`config.mk`:
```
export PLATFORM = sky130hd
export DESIGN_NAME = cal_acc_bias_leaky_int16_flat
export DESIGN_NICKNAME = d
export VERILOG_FILES = /design/src/rtl/cal_acc_bias_leaky_int16_pkg.sv /design/src/rtl/cal_acc_bias_leaky_int16_if.sv /design/src/rtl/cal_leaky_sat_int16.sv /design/src/rtl/cal_acc_bias_leaky_int16.sv /design/src/flat_wrapper.sv
export SDC_FILE = /design/constraint.sdc
export NUM_CORES = 1
export LEC_CHECK = 0
export CORE_UTILIZATION = 65
export DETAILED_ROUTE_END_ITERATION = 10
export DONT_BUFFER_PORTS = 1
export MAX_ROUTING_LAYER = met4
export PLACE_DENSITY = 0.81
export REMOVE_ABC_BUFFERS = 1
export SLEW_MARGIN = 20
export SYNTH_ARGS = -nofsm -noshare
export SYNTH_HDL_FRONTEND = slang
export SYNTH_SLANG_ARGS = --single-unit
```
`constraint.sdc`:
```
create_clock -name clk -period 10.1 [get_ports clk]
set_clock_uncertainty 0.1 [all_clocks]
set_input_delay 2.02 -clock clk [delete_from_list [all_inputs] [get_ports clk]]
set_output_delay 2.02 -clock clk [all_outputs]
set_load 0.05 [all_outputs]
```
`src/rtl/cal_acc_bias_leaky_int16_pkg.sv`:
```
// Shared constants and config record for the conv output stage
// (accumulate, bias, rescale, leaky ReLU, int16 saturation).
package cal_acc_bias_leaky_int16_pkg;

  localparam int ACC_W_DEF = 32;
  localparam int LEAKY_MUL = 13;
  localparam int LEAKY_SHR = 7;
  localparam int INT16_MAX = 32767;
  localparam int INT16_MIN = -32768;

  // Per-group rescale/activation config that travels with the data.
  typedef struct packed {
    logic [4:0] shift;
    logic       leaky_en;
  } post_cfg_t;

endpackage

```
`src/rtl/cal_acc_bias_leaky_int16_if.sv`:
```
// Bus between the adder tree / config source and the output stage.
// Handshake: valid-only streaming, no ready. din is consumed in every cycle
// with din_valid=1 (unless clear=1); dout is meaningful only in the single
// cycle dout_valid=1 and the consumer must always accept it.
interface cal_acc_bias_leaky_int16_if #(
  parameter int CH_W = 10
);
  logic                   din_valid;
  logic signed [17:0]     din;
  logic signed [15:0]     bias;
  logic        [CH_W-1:0] cfg_ch_num;
  logic        [4:0]      cfg_shift;
  logic                   cfg_leaky_en;
  logic                   clear;
  logic                   dout_valid;
  logic signed [15:0]     dout;
  logic                   busy;

  modport master (
    output din_valid, din, bias, cfg_ch_num, cfg_shift, cfg_leaky_en, clear,
    input  dout_valid, dout, busy
  );

  modport slave (
    input  din_valid, din, bias, cfg_ch_num, cfg_shift, cfg_leaky_en, clear,
    output dout_valid, dout, busy
  );
endinterface

```
`src/rtl/cal_leaky_sat_int16.sv`:
```
// Combinational leaky ReLU (x*13 >>> 7, floor) followed by int16 saturation.
module cal_leaky_sat_int16
  import cal_acc_bias_leaky_int16_pkg::*;
#(
  parameter int ACC_W = ACC_W_DEF
) (
  input  logic signed [ACC_W-1:0] r_i,
  input  logic                    leaky_en_i,
  output logic signed [15:0]      y_o
);
  // Four guard bits keep r*13 exact for any ACC_W-bit input.
  localparam int XW = ACC_W + 4;
  localparam logic signed [XW-1:0] MUL_X = XW'(LEAKY_MUL);
  localparam logic signed [XW-1:0] MAX_X = XW'(INT16_MAX);
  localparam logic signed [XW-1:0] MIN_X = XW'(INT16_MIN);

  logic signed [XW-1:0] r_x;
  logic signed [XW-1:0] prod_x;
  logic signed [XW-1:0] y_x;

  // Negative values are scaled when leaky is enabled, then clamped to int16.
  always_comb begin
    r_x    = XW'(r_i);
    prod_x = r_x * MUL_X;
    if (leaky_en_i && r_x[XW-1]) y_x = prod_x >>> LEAKY_SHR;
    else                         y_x = r_x;
    if (y_x > MAX_X)      y_o = MAX_X[15:0];
    else if (y_x < MIN_X) y_o = MIN_X[15:0];
    else                  y_o = y_x[15:0];
  end
endmodule

```
`src/rtl/cal_acc_bias_leaky_int16.sv`:
```
// Conv output stage: accumulates N adder-tree sums plus bias, then a
// three-register pipeline S1 (final sum) -> S2 (rounded shift) -> S3 (dout).
module cal_acc_bias_leaky_int16
  import cal_acc_bias_leaky_int16_pkg::*;
#(
  parameter int ACC_W = ACC_W_DEF,
  parameter int CH_W  = 10
) (
  input  logic                         clk,
  input  logic                         rst_n,
  cal_acc_bias_leaky_int16_if.slave    bus
);
  logic        [CH_W-1:0]  ch_cnt_q, ch_cnt_d, n_q, n_d, n_cfg, n_cur;
  logic signed [ACC_W-1:0] acc_q, acc_d, din_ext, bias_ext, first_sum, acc_sum;
  post_cfg_t               cfg_q, cfg_d, cfg_in;
  logic                    first, last;

  logic                    s1_valid_q, s1_valid_d;
  logic signed [ACC_W-1:0] s1_sum_q, s1_sum_d;
  post_cfg_t               s1_cfg_q, s1_cfg_d;

  logic                    s2_valid_q;
  logic signed [ACC_W-1:0] s2_r_q, s2_r_d, s2_rnd;
  logic                    s2_leaky_q;

  logic                    dout_valid_q;
  logic signed [15:0]      dout_q, s3_y;

  // Beat counting, accumulation and hand-off of the final sum into S1.
  always_comb begin
    din_ext   = {{(ACC_W-18){bus.din[17]}}, bus.din};
    bias_ext  = {{(ACC_W-16){bus.bias[15]}}, bus.bias};
    first_sum = din_ext + bias_ext;
    acc_sum   = acc_q + din_ext;
    cfg_in    = '{shift: bus.cfg_shift, leaky_en: bus.cfg_leaky_en};
    n_cfg     = (bus.cfg_ch_num == '0) ? CH_W'(1) : bus.cfg_ch_num;
    first     = (ch_cnt_q == '0);
    n_cur     = first ? n_cfg : n_q;
    last      = (ch_cnt_q == n_cur - CH_W'(1));

    ch_cnt_d   = ch_cnt_q;
    acc_d      = acc_q;
    n_d        = n_q;
    cfg_d      = cfg_q;
    s1_valid_d = 1'b0;
    s1_sum_d   = s1_sum_q;
    s1_cfg_d   = s1_cfg_q;

    if (bus.clear) begin
      ch_cnt_d = '0;
      acc_d    = '0;
    end else if (bus.din_valid) begin
      if (first) begin
        acc_d = first_sum;
        n_d   = n_cfg;
        cfg_d = cfg_in;
      end else begin
        acc_d = acc_sum;
      end
      if (last) begin
        ch_cnt_d   = '0;
        s1_valid_d = 1'b1;
        s1_sum_d   = first ? first_sum : acc_sum;
        s1_cfg_d   = first ? cfg_in : cfg_q;
      end else begin
        ch_cnt_d = ch_cnt_q + CH_W'(1);
      end
    end
  end

  // Round half up: add 2^(shift-1) (zero when shift is 0), then arithmetic shift.
  always_comb begin
    s2_rnd = (ACC_W'(1) << s1_cfg_q.shift) >> 1;
    s2_r_d = (s1_sum_q + s2_rnd) >>> s1_cfg_q.shift;
  end

  cal_leaky_sat_int16 #(.ACC_W(ACC_W)) u_leaky_sat (
    .r_i        (s2_r_q),
    .leaky_en_i (s2_leaky_q),
    .y_o        (s3_y)
  );

  // Group state registers: counter, accumulator, latched group config.
  always_ff @(posedge clk or negedge rst_n) begin
    if (!rst_n) begin
      ch_cnt_q <= '0;
      acc_q    <= '0;
      n_q      <= CH_W'(1);
      cfg_q    <= '0;
    end else begin
      ch_cnt_q <= ch_cnt_d;
      acc_q    <= acc_d;
      n_q      <= n_d;
      cfg_q    <= cfg_d;
    end
  end

  // Pipeline registers S1..S3; each stage carries its own valid and config.
  always_ff @(posedge clk or negedge rst_n) begin
    if (!rst_n) begin
      s1_valid_q   <= 1'b0;
      s1_sum_q     <= '0;
      s1_cfg_q     <= '0;
      s2_valid_q   <= 1'b0;
      s2_r_q       <= '0;
      s2_leaky_q   <= 1'b0;
      dout_valid_q <= 1'b0;
      dout_q       <= '0;
    end else begin
      s1_valid_q   <= s1_valid_d;
      s1_sum_q     <= s1_sum_d;
      s1_cfg_q     <= s1_cfg_d;
      s2_valid_q   <= s1_valid_q;
      s2_r_q       <= s2_r_d;
      s2_leaky_q   <= s1_cfg_q.leaky_en;
      dout_valid_q <= s2_valid_q;
      if (s2_valid_q) dout_q <= s3_y;
    end
  end

  assign bus.dout_valid = dout_valid_q;
  assign bus.dout       = dout_q;
  assign bus.busy       = (ch_cnt_q != '0);
endmodule
```
`src/flat_wrapper.sv`:
```
// flat-port wrapper written by rule: the top's interface ports become plain ports
module cal_acc_bias_leaky_int16_flat import cal_acc_bias_leaky_int16_pkg::*;
#(
  parameter int ACC_W = ACC_W_DEF,
  parameter int CH_W  = 10
)
  (clk, rst_n, bus_din_valid, bus_din, bus_bias, bus_cfg_ch_num, bus_cfg_shift, bus_cfg_leaky_en, bus_clear, bus_dout_valid, bus_dout, bus_busy);
  cal_acc_bias_leaky_int16_if #(.CH_W(CH_W)) bus_i ();
  input  logic clk;
  input  logic rst_n;
  input wire logic [$bits(bus_i.din_valid)-1:0] bus_din_valid;
  input wire logic [$bits(bus_i.din)-1:0] bus_din;
  input wire logic [$bits(bus_i.bias)-1:0] bus_bias;
  input wire logic [$bits(bus_i.cfg_ch_num)-1:0] bus_cfg_ch_num;
  input wire logic [$bits(bus_i.cfg_shift)-1:0] bus_cfg_shift;
  input wire logic [$bits(bus_i.cfg_leaky_en)-1:0] bus_cfg_leaky_en;
  input wire logic [$bits(bus_i.clear)-1:0] bus_clear;
  output wire logic [$bits(bus_i.dout_valid)-1:0] bus_dout_valid;
  output wire logic [$bits(bus_i.dout)-1:0] bus_dout;
  output wire logic [$bits(bus_i.busy)-1:0] bus_busy;
  assign bus_i.din_valid = bus_din_valid;
  assign bus_i.din = bus_din;
  assign bus_i.bias = bus_bias;
  assign bus_i.cfg_ch_num = bus_cfg_ch_num;
  assign bus_i.cfg_shift = bus_cfg_shift;
  assign bus_i.cfg_leaky_en = bus_cfg_leaky_en;
  assign bus_i.clear = bus_clear;
  assign bus_dout_valid = bus_i.dout_valid;
  assign bus_dout = bus_i.dout;
  assign bus_busy = bus_i.busy;
  cal_acc_bias_leaky_int16 #(.ACC_W(ACC_W), .CH_W(CH_W)) u_core (.clk(clk), .rst_n(rst_n), .bus(bus_i));
endmodule
```
After elaboration in Yosys (flattened, before gate mapping):

Index checks and enable logic that the tools add are counted.

* flip-flop bits (word level): 148
* word-level logic and storage cells: 48

* add/subtract/negate cells: 5
* $mul: 1
* $lt $le $gt $ge: 2
* equality and inequality tests: 1
* shift operators: 2
* muxes and demuxes: 15
* bitwise operators: 1
* reductions and logical operators: 7

Operators with widths (number)
* $mux W32: 3
* $mux W10: 5
* $gt A36 B16 Y1 const B: 1
* $lt A36 B16 Y1 const B: 1
* $mul A32 B5 Y36 const B: 1
* $mux W36: 1
* $add A32 B18 Y32: 1
* $add A32 B32 Y32: 1
* $mux W16: 2
* $shl A1 B5 Y32 const A: 1
* $sshr A32 B5 Y32: 1
* $logic_not A10 Y1: 2
* $add A18 B16 Y19: 1
* $add A10 B1 Y10 const B: 1
* $eq A10 B10 Y1: 1
* $reduce_bool A10 Y1: 1
* $sub A10 B1 Y10 const B: 1
* $mux W6: 1
* $mux W1: 3
* $reduce_and A3 Y1: 1
* $reduce_and A2 Y1: 1
* $reduce_bool A2 Y1: 1
* $logic_and A1 B1 Y1: 1
* $not A1 Y1: 1

Depth between registers and ports, before layout:

Gate-level depths: netlist (run 1).

* word-level depth: 8
* mapped depth: 22

Cells and area by module:

From an unflattened synthesis (run 1), not the netlist that was laid out.

* cell total of the unflattened synthesis: 2261
* area total of the unflattened synthesis: 18014.8 µm²

Modules (own cells, without submodules)
* cal_acc_bias_leaky_int16: times used 1, cells each 1665, area an instance 13703.1 µm²
* cal_leaky_sat_int16: times used 1, cells each 596, area an instance 4311.6 µm²

Least setup slack after synthesis (run 1):

Ideal clock, no wire load.

* path kind: input port to flip-flop
* start: input port bus_din[0]
* end: register u_core.s1_sum_q[28]
* arrival time: 5.038 ns
* slack: 4.837 ns
* stages: 14
* path through: ha_1 fa_1 a21o_1 a21oi_1 nor4_1 o41ai_1 a21oi_1 a311o_1 a41o_1 a41oi_1 xnor2_1 nor2_1 nor2_1 mux2_2

* cells in the longest elaborated chain, start to end: 2

Ends and longest elaborated chain
* start, declared: RTL line flat_wrapper.sv:12 `input wire logic [$bits(bus_i.din)-1:0] bus_din;`
* $add A32 B18 Y32 / $add A18 B16 Y19 (equally long branches): RTL line cal_acc_bias_leaky_int16.sv:34, cal_acc_bias_leaky_int16.sv:33
* $mux W32 *: RTL line cal_acc_bias_leaky_int16.sv:63 `s1_sum_d = first ? first_sum : acc_sum;`
* end signal, assigned: RTL line cal_acc_bias_leaky_int16.sv:111 `s1_sum_q <= s1_sum_d;`
* end, declared: RTL line cal_acc_bias_leaky_int16.sv:19 `logic signed [ACC_W-1:0] s1_sum_q, s1_sum_d;`

Mark *: on every way between the ends. The rest lies on a longest branch, timed or not.
A chain may end at the register's enable or synchronous reset.

Final worst setup path (run 1):

* start: register u_core.s1_cfg_q[1] (netlist bit)
* end: register u_core.s2_r_q[7]

* cells in the longest elaborated chain, start to end: 3

Ends and longest elaborated chain
* start, declared: RTL line cal_acc_bias_leaky_int16.sv:20 `post_cfg_t s1_cfg_q, s1_cfg_d;`
* start signal, assigned: RTL line cal_acc_bias_leaky_int16.sv:112 `s1_cfg_q <= s1_cfg_d;`
* $shl A1 B5 Y32: RTL line cal_acc_bias_leaky_int16.sv:73 `s2_rnd = (ACC_W'(1) << s1_cfg_q.shift) >> 1;`
* $add A32 B32 Y32: RTL line cal_acc_bias_leaky_int16.sv:74 `s2_r_d = (s1_sum_q + s2_rnd) >>> s1_cfg_q.shift;`
* $sshr A32 B5 Y32 *: RTL line cal_acc_bias_leaky_int16.sv:74
* net u_core.s2_r_d[7]: RTL line cal_acc_bias_leaky_int16.sv:23 `logic signed [ACC_W-1:0] s2_r_q, s2_r_d, s2_rnd;`
* end signal, assigned: RTL line cal_acc_bias_leaky_int16.sv:114 `s2_r_q <= s2_r_d;`
* end, declared: RTL line cal_acc_bias_leaky_int16.sv:23

The timed path passes the listed nets; every way through them passes the cells marked *.

==> metrics.yaml, run 1 <==
routing:
  first_iter_violations: 1124
  detailroute.via_count: 14180
  routedWlPerCell_um: 19.16
  finalWirelength_um: 42380
  drc: 0
  ant_nets: 0
  first_pass_iters: 5
  drt-vias-per-instance: 6.412
cts:
  holdBufCountCts: 0
  cts_setup_buffers: 0
  clock_path_buffers: 2
  clock_latency_ns: 0.44
  cts_resized: 0
  cts_inserted_buffers: 17
  cts_sinks: 148
  clk_pin_slew_ns: 0.07
  ctsRootBufferMaster: "clkbuf_16"
  h-tree-depth: 4
  cts_tree: "built"
floorplanning:
  rows: 56
  initial_utilization: 0.6676
  die_y_um: 158.0
  die_x_um: 158.0
  die_area_mm2: 0.02495
  placeableCoreArea_mm2: 0.02368
  ioPinCount: 72
worst_setup_path:
  r2r_start: "u_core.s1_cfg_q[1]"
  required_ns: 10.33
  r2r-end: "u_core.s2_r_q[7]"
  ff2ff_setup_slack_ns: 3.56
  reg2regPathDepth: 17
  crit_fanout: 24
  crit_arrival_ns: 6.77
  end_kind: "register"
  crit_path_start_kind: "register"
  critical_path_class: "register to register"
placed_design:
  place_inst: 2180
  dpl_worst_slack_ns: 3.631
  portBuffers: 0
  place.gp.congestion: 1.023
  dpl.hpwl_um: 32470
sta:
  finalCritPeriodShare: 0.6476
  tightest_slew_ns: 1.199
  max_freq_mhz: 152.9
  slew_viol_final: 0
  rsz0062_at_grt: "false"
  setup_viol: 0
  hold_violations: 0
  fin_crit_ns: 6.540
  finalSetupTns_ns: 0
  fin_ws_ns: 3.560
  relSlewSlack: 0.1950
logic_synthesis:
  ys_seq_area_frac: 0.2343
  synth.distinct_cells: 83
  ys_ff_latch: 148
  syn_area_mm2: 0.01581
  synth-main-ff-cell: "dfrtp_1"
  yosysWarnings: 0
  synth_area_per_cell_um2: 8.197
  synth_edf_count: 0
  async_flop_share: 1.000
  synthCells: 1929
layout:
  num-nets-final: 2143
  diodes: 0
  syn_to_final_growth_pct: 4.709
  layout-drive-gt1-share: 0.06233
  fin_cells: 2212
  fillerInstances: 1974
grt:
  grt_max_degree: 149
  grt_first_pass_wirelength_um: 67770
  grt_pass1_vias: 13560
  antenna_found_initial: 0
  grt_usage: 0.3559
  globalRouteOverflowTotal: 0
power:
  p_per_area_mw_per_mm2: 144.5
  ir_worst_vdd_mv: 0.09356
  cellLeakagePower_nw: 8.339
  p_total_mw: 2.393
hold_path:
  hold_path.startpoint: "u_core.s1_valid_q"
  hold_path.class: "register to register"
  hold_path_depth: 0
  min_to: "u_core.s2_valid_q"
job:
  cap_violations: 0
status:
  status: "completed"
where the power goes:
group	internal (mW)	switching (mW)
sequential	0.662	0.0901
clock	0.350	0.275
combinational	0.406	0.610
cells in the mapped netlist, types with 36 or more instances:
cell type,number,area share
ha_1,176,0.14
inv_1,164,0.039
nand3_1,36,0.011
xnor2_1,71,0.039
a21oi_1,135,0.043
nand2_1,195,0.046
mux2i_1,60,0.038
dfrtp_1,147,0.23
o21ai_0,120,0.038
clkbuf_1,67,0.016
mux2_2,37,0.026
xor2_1,37,0.020
nor2_1,172,0.041
a21o_1,57,0.027
layer usage:
layer | global-route usage | wire length (um)
met1 | 0.4388 | 18110
met3 | 0.04353 | 2229
met4 | 0.1451 | 1716
met2 | 0.5924 | 20330
met5 | - | 0
worst max-delay path: stages (launching register included):
cell and delay (ns):
dfrtp_1 0.84, inv_1 0.40, buf_4 0.35, nand2_1 0.55
nor3_1 0.14, ha_1 0.37, and2_1 0.17, nand2_1 0.07
o21ai_0 0.22, a21o_1 0.16, a21oi_1 0.14, o31ai_1 0.67
a31oi_1 0.21, xnor2_1 0.51, mux2i_1 0.40, mux2_2 0.43
mux4_2 0.48, o22ai_1 0.21
cell type report:
type                    count  area [um^2]  area share
inverters                 168        633.1     0.03824
repair buffers             16        120.1    0.007255
multi-input cells        1529        11130      0.6723
clock inverters            12        121.4    0.007331
well taps                 319        399.1     0.02411
clock buffers              20        446.7     0.02698
flip-flops and latches    148         3705      0.2238
how the worst max path moves through the flow:
stage                     slack, ns             endpoint                from  cells past startpoint
after floorplan                4.66  u_core.s1_sum_q[18]   bus_cfg_ch_num[7]                     11
after global placement         3.73     u_core.s2_r_q[7]  u_core.s1_cfg_q[1]                     17
after detailed placement       3.63     u_core.s2_r_q[7]  u_core.s1_cfg_q[1]                     17
after CTS                      3.58     u_core.s2_r_q[7]  u_core.s1_cfg_q[1]                     17
after global routing           3.15     u_core.s2_r_q[7]  u_core.s1_cfg_q[1]                     17
final                          3.56     u_core.s2_r_q[7]  u_core.s1_cfg_q[1]                     17
per-stage QoR:
step | instance area [um^2] | util | hold slack [ns]
6_report | 16560 | 0.6991 | 0.2761
3_5_place_dp | 15990 | 0.6751 | 0.2637
4_1_cts | 16560 | 0.6991 | 0.2848
5_1_grt | 16560 | 0.6991 | 0.2882
3_3_place_gp | 15990 | 0.6751 | 0.2717
2_1_floorplan | 15460 | - | 0.2312
cell usage in the layout, fill, tap and decap left out, types with 18 or more instances in the layout:
cell,netlist,final
fa_1,33,33
inv_1,164,164
nor3_1,32,32
a21o_1,57,57
mux2i_1,60,60
ha_1,176,176
nor2_1,172,171
o21ai_0,120,120
a211oi_1,33,33
and3_1,25,24
nand2_1,195,195
xnor2_1,71,71
a21oi_1,135,135
o21bai_1,18,18
xor2_1,37,37
a31oi_1,18,18
mux2_2,37,37
dfrtp_1,147,147
nand3_1,36,36
registers in the layout (all words and copies together) (netlist names):
| register | flops |
|---|---|
| u_core.s1_cfg_q | 6 |
| u_core.n_q | 10 |
| u_core.acc_q | 32 |
| u_core.s2_leaky_q | 1 |
| u_core.s1_sum_q | 32 |
| u_core.bus.dout | 16 |
| u_core.cfg_q | 6 |
| u_core.ch_cnt_q | 10 |
| u_core.bus.dout_valid | 1 |
| u_core.s2_r_q | 32 |
| u_core.s2_valid_q | 1 |
| u_core.s1_valid_q | 1 |
cells by family after synthesis:
logic type                 after synthesis  share of synthesized area
and+or+nand+nor                        564                     0.1648
AOI/OAI and AO/OA                      545                     0.2257
buffers and inverters                  252                    0.06196
adders and majority gates              209                     0.1811
DFF                                    148                     0.2343
xor gates and xnor gates               108                    0.05982
muxes                                  103                    0.07241
No activity file was read; power rests on OpenSTA's default activity.
==> inputs of run 2 (changes only) <==
--- a/config.mk
+++ b/config.mk
@@ -5,11 +5,11 @@
 export SDC_FILE = /design/constraint.sdc
 export NUM_CORES = 1
 export LEC_CHECK = 0
-export CORE_UTILIZATION = 65
+export CORE_UTILIZATION = 60
 export DETAILED_ROUTE_END_ITERATION = 10
 export DONT_BUFFER_PORTS = 1
 export MAX_ROUTING_LAYER = met4
-export PLACE_DENSITY = 0.81
+export PLACE_DENSITY = 0.79
 export REMOVE_ABC_BUFFERS = 1
 export SLEW_MARGIN = 20
 export SYNTH_ARGS = -nofsm -noshare
==> constraint.sdc (replaced) <==
create_clock -name clk -period 5.6 [get_ports clk]
set_clock_uncertainty 0.1 [all_clocks]
set_input_delay 1.12 -clock clk [delete_from_list [all_inputs] [get_ports clk]]
set_output_delay 1.12 -clock clk [all_outputs]
set_load 0.05 [all_outputs]
==> run 2 against run 1 <==
  * Power increased by 87%
  * Combinational power increased by 80%
  * Non-clock buffer count increased by 41
  * Flip-flop and latch count unchanged
  * Setup slack got worse by 3.5 ns
  * Sequential share of layout area decreased by 0.56 points
  * Register-to-register slack got worse by 3.5 ns
  * Via count increased by 0.68%
  * Clock power increased by 100%
==> metrics.yaml, run 2 (synthesis gave the netlist of run 1 again) <==
layout:
  final_common_cell: "nand2_1"
  num-nets-final: 2184  # +1.9%
  diodes: 0  # unchanged
  largestRegisters: "u_core.acc_q: 32 flops, u_core.s1_sum_q: 32 flops, u_core.s2_r_q: 32 flops"
  syn_to_final_growth_pct: 7.399
  layout_common_cells: "nand2_1, ha_1, nor2_1"
  post-route-util: 0.6535  # -0.04556
  fin_cells: 2267  # +2.5%
  final_area_mm2: 0.01698  # +2.6%
  fillerInstances: 2199  # +11%
  layout-drive-gt1-share: 0.08385  # +0.02152
placed_design:
  place.gp.congestion: 1.107  # +8.2%
  dpl.hpwl_um: 32600  # +0.40%
  place_area_mm2: 0.01633  # +2.1%
  place_inst: 2237  # +2.6%
  portBuffers: 0  # unchanged
worst_setup_path:
  cp_cell_sequence: "inv_1, nor2_1, nand2_1, nor2_1, ha_1, a21o_1, a21o_1, a21oi_1, a21boi_0, o31ai_1, a31o_2, a31oi_1, nor3_1, buf_4, a211oi_1, nor3_1, o41ai_1, buf_4"
  crit_family: "compound AO/OA/AOI/OAI gates"
  crit_arrival_ns: 5.77  # -1.00 ns
  r2r_start: "u_core.s1_cfg_q[2]"
  max_stage_delay_ns: 0.66  # -0.18 ns
  ff2ff_setup_slack_ns: 0.11  # -3.45 ns
  reg2regPathDepth: 18  # +1
  crit_fanout: 9  # -63%
  cp.depth: 18  # +1
  end_kind: "register"
  required_ns: 5.88  # -4.45 ns
  critical_path_class: "register to register"
  r2r-end: "u_core.s2_r_q[3]"
  crit_path_top_delay_cell: "o41ai_1"
  crit_buf_inv: 3  # +1
  crit_path_start_kind: "register"
routing:
  first_pass_iters: 5  # unchanged
  detailroute.via_count: 14280  # +0.68%
  ant_nets: 0  # unchanged
  drc: 0  # unchanged
  drt-vias-per-instance: 6.299  # -1.8%
  finalWirelength_um: 42630  # +0.59%
  routedWlPerCell_um: 18.81  # -1.9%
  first_iter_violations: 1364  # +21%
floorplanning:
  ioPinCount: 72  # unchanged
  die_y_um: 164.3  # +4.0%
  initial_utilization: 0.6085  # -0.05915
  rows: 59  # +5.4%
  die_area_mm2: 0.02701  # +8.2%
  die_x_um: 164.3  # +4.0%
  placeableCoreArea_mm2: 0.02598  # +9.7%
sta:
  fin_crit_ns: 5.492  # -1.049 ns
  rsz0062_at_grt: "false"
  slew_viol_final: 0  # unchanged
  hold_violations: 0  # unchanged
  setup_viol: 0  # unchanged
  finalSetupTns_ns: 0  # unchanged
  max_freq_mhz: 182.1  # +19%
  tightest_slew_ns: 0.7851  # -0.4143 ns
  relSlewSlack: 0.4699  # +0.2750
  finalCritPeriodShare: 0.9807  # +0.3331
status:
  status: "completed"
power:
  cellLeakagePower_nw: 8.579  # +2.9%
  p_per_area_mw_per_mm2: 263.9  # +83%
  ir_worst_vdd_mv: 0.2143  # +130%
cts:
  cts_tree: "built"
  clock_latency_ns: 0.44  # about the same
  clk_pin_slew_ns: 0.07  # about the same
  clock_path_buffers: 2  # unchanged
  holdBufCountCts: 0  # unchanged
  cts_sinks: 148  # unchanged
  ctsRootBufferMaster: "clkbuf_16"
  cts_inserted_buffers: 17  # unchanged
  h-tree-depth: 4  # unchanged
grt:
  antenna_found_initial: 0  # unchanged
  grt_max_degree: 149  # unchanged
  grt_usage: 0.3335  # -0.02245
  globalRouteOverflowTotal: 0  # unchanged
  grt_pass1_vias: 13750  # +1.4%
  grt_first_pass_wirelength_um: 69070  # +1.9%
hold_path:
  hold_path.startpoint: "u_core.s1_valid_q"
  hold_path.class: "register to register"
  hold_path_depth: 0  # unchanged
  min_to: "u_core.s2_valid_q"
job:
  cap_violations: 0  # unchanged
## run 2: worst register-to-register path, stage by stage (launching register included)
cell and delay (ns):
dfrtp_1 0.34, inv_1 0.18, nor2_1 0.48, nand2_1 0.24, nor2_1 0.24, ha_1 0.33
a21o_1 0.21, a21o_1 0.18, a21oi_1 0.19, a21boi_0 0.47, o31ai_1 0.27, a31o_2 0.31
a31oi_1 0.22, nor3_1 0.11, buf_4 0.17, a211oi_1 0.41, nor3_1 0.08, o41ai_1 0.67
buf_4 0.23
## run 2: routing by layer
metal / track usage / wire length [um] / up-vias / share of wire
li1: - / - / 6880 / -
met1: 0.4131 / 18680 / 6779 / 0.44
met2: 0.5539 / 20340 / 512 / 0.48
met3: 0.04116 / 2072 / 109 / 0.049
met4: 0.1271 / 1541 / 0 / 0.036
met5: - / 0 / - / 0
## run 2: report_power, final
group          switching [mW]  internal (mW)  leakage [nW]  total [mW]
Clock                   0.488          0.788         0.302        1.28
Combinational            1.09          0.753          6.29        1.84
Sequential              0.167           1.19          1.99        1.36
Total                    1.75           2.73          8.58        4.48
## run 2: what timing repair did
item                       4_1_cts  5_1_grt
setup endpoints to repair        0       15
resized for setup                0        5
setup buffers                    0        0
## run 2: worst max-delay path by stage
stage                                   from                  end  slack (ns)
after floorplan           u_core.s1_cfg_q[3]     u_core.s2_r_q[7]        0.26
after global placement    u_core.s1_cfg_q[2]     u_core.s2_r_q[3]        0.34
after detailed placement    u_core.s2_r_q[2]   u_core.bus.dout[4]        0.27
after CTS                   u_core.s2_r_q[7]  u_core.bus.dout[13]        0.24
after global routing        u_core.s2_r_q[7]   u_core.bus.dout[1]        0.02
final                     u_core.s1_cfg_q[2]     u_core.s2_r_q[3]        0.11
## run 2: layout make-up
| class | count | area, um^2 | share of cell area |
|---|---|---|---|
| clock buffer | 18 | 429.2 | 0.02527 |
| clock inverter | 12 | 205.2 | 0.01208 |
| inverter | 168 | 633.1 | 0.03728 |
| multi-input combinational | 1529 | 11150 | 0.6566 |
| sequential | 148 | 3705 | 0.2182 |
| tap | 335 | 419.2 | 0.02468 |
| timing repair buffer | 57 | 440.4 | 0.02594 |
## run 2: metrics by stage
stage / hold WS [ns] / total power, mW / worst slack, ns
final: 0.2539 / 4.481 / 0.1082
after global routing: 0.2536 / 4.773 / 0.02058
after floorplan: 0.2312 / 2.728 / 0.2567
after detailed placement: 0.2394 / 3.184 / 0.2657
after CTS: 0.2539 / 4.469 / 0.2356
after global placement: 0.2361 / 3.133 / 0.3367
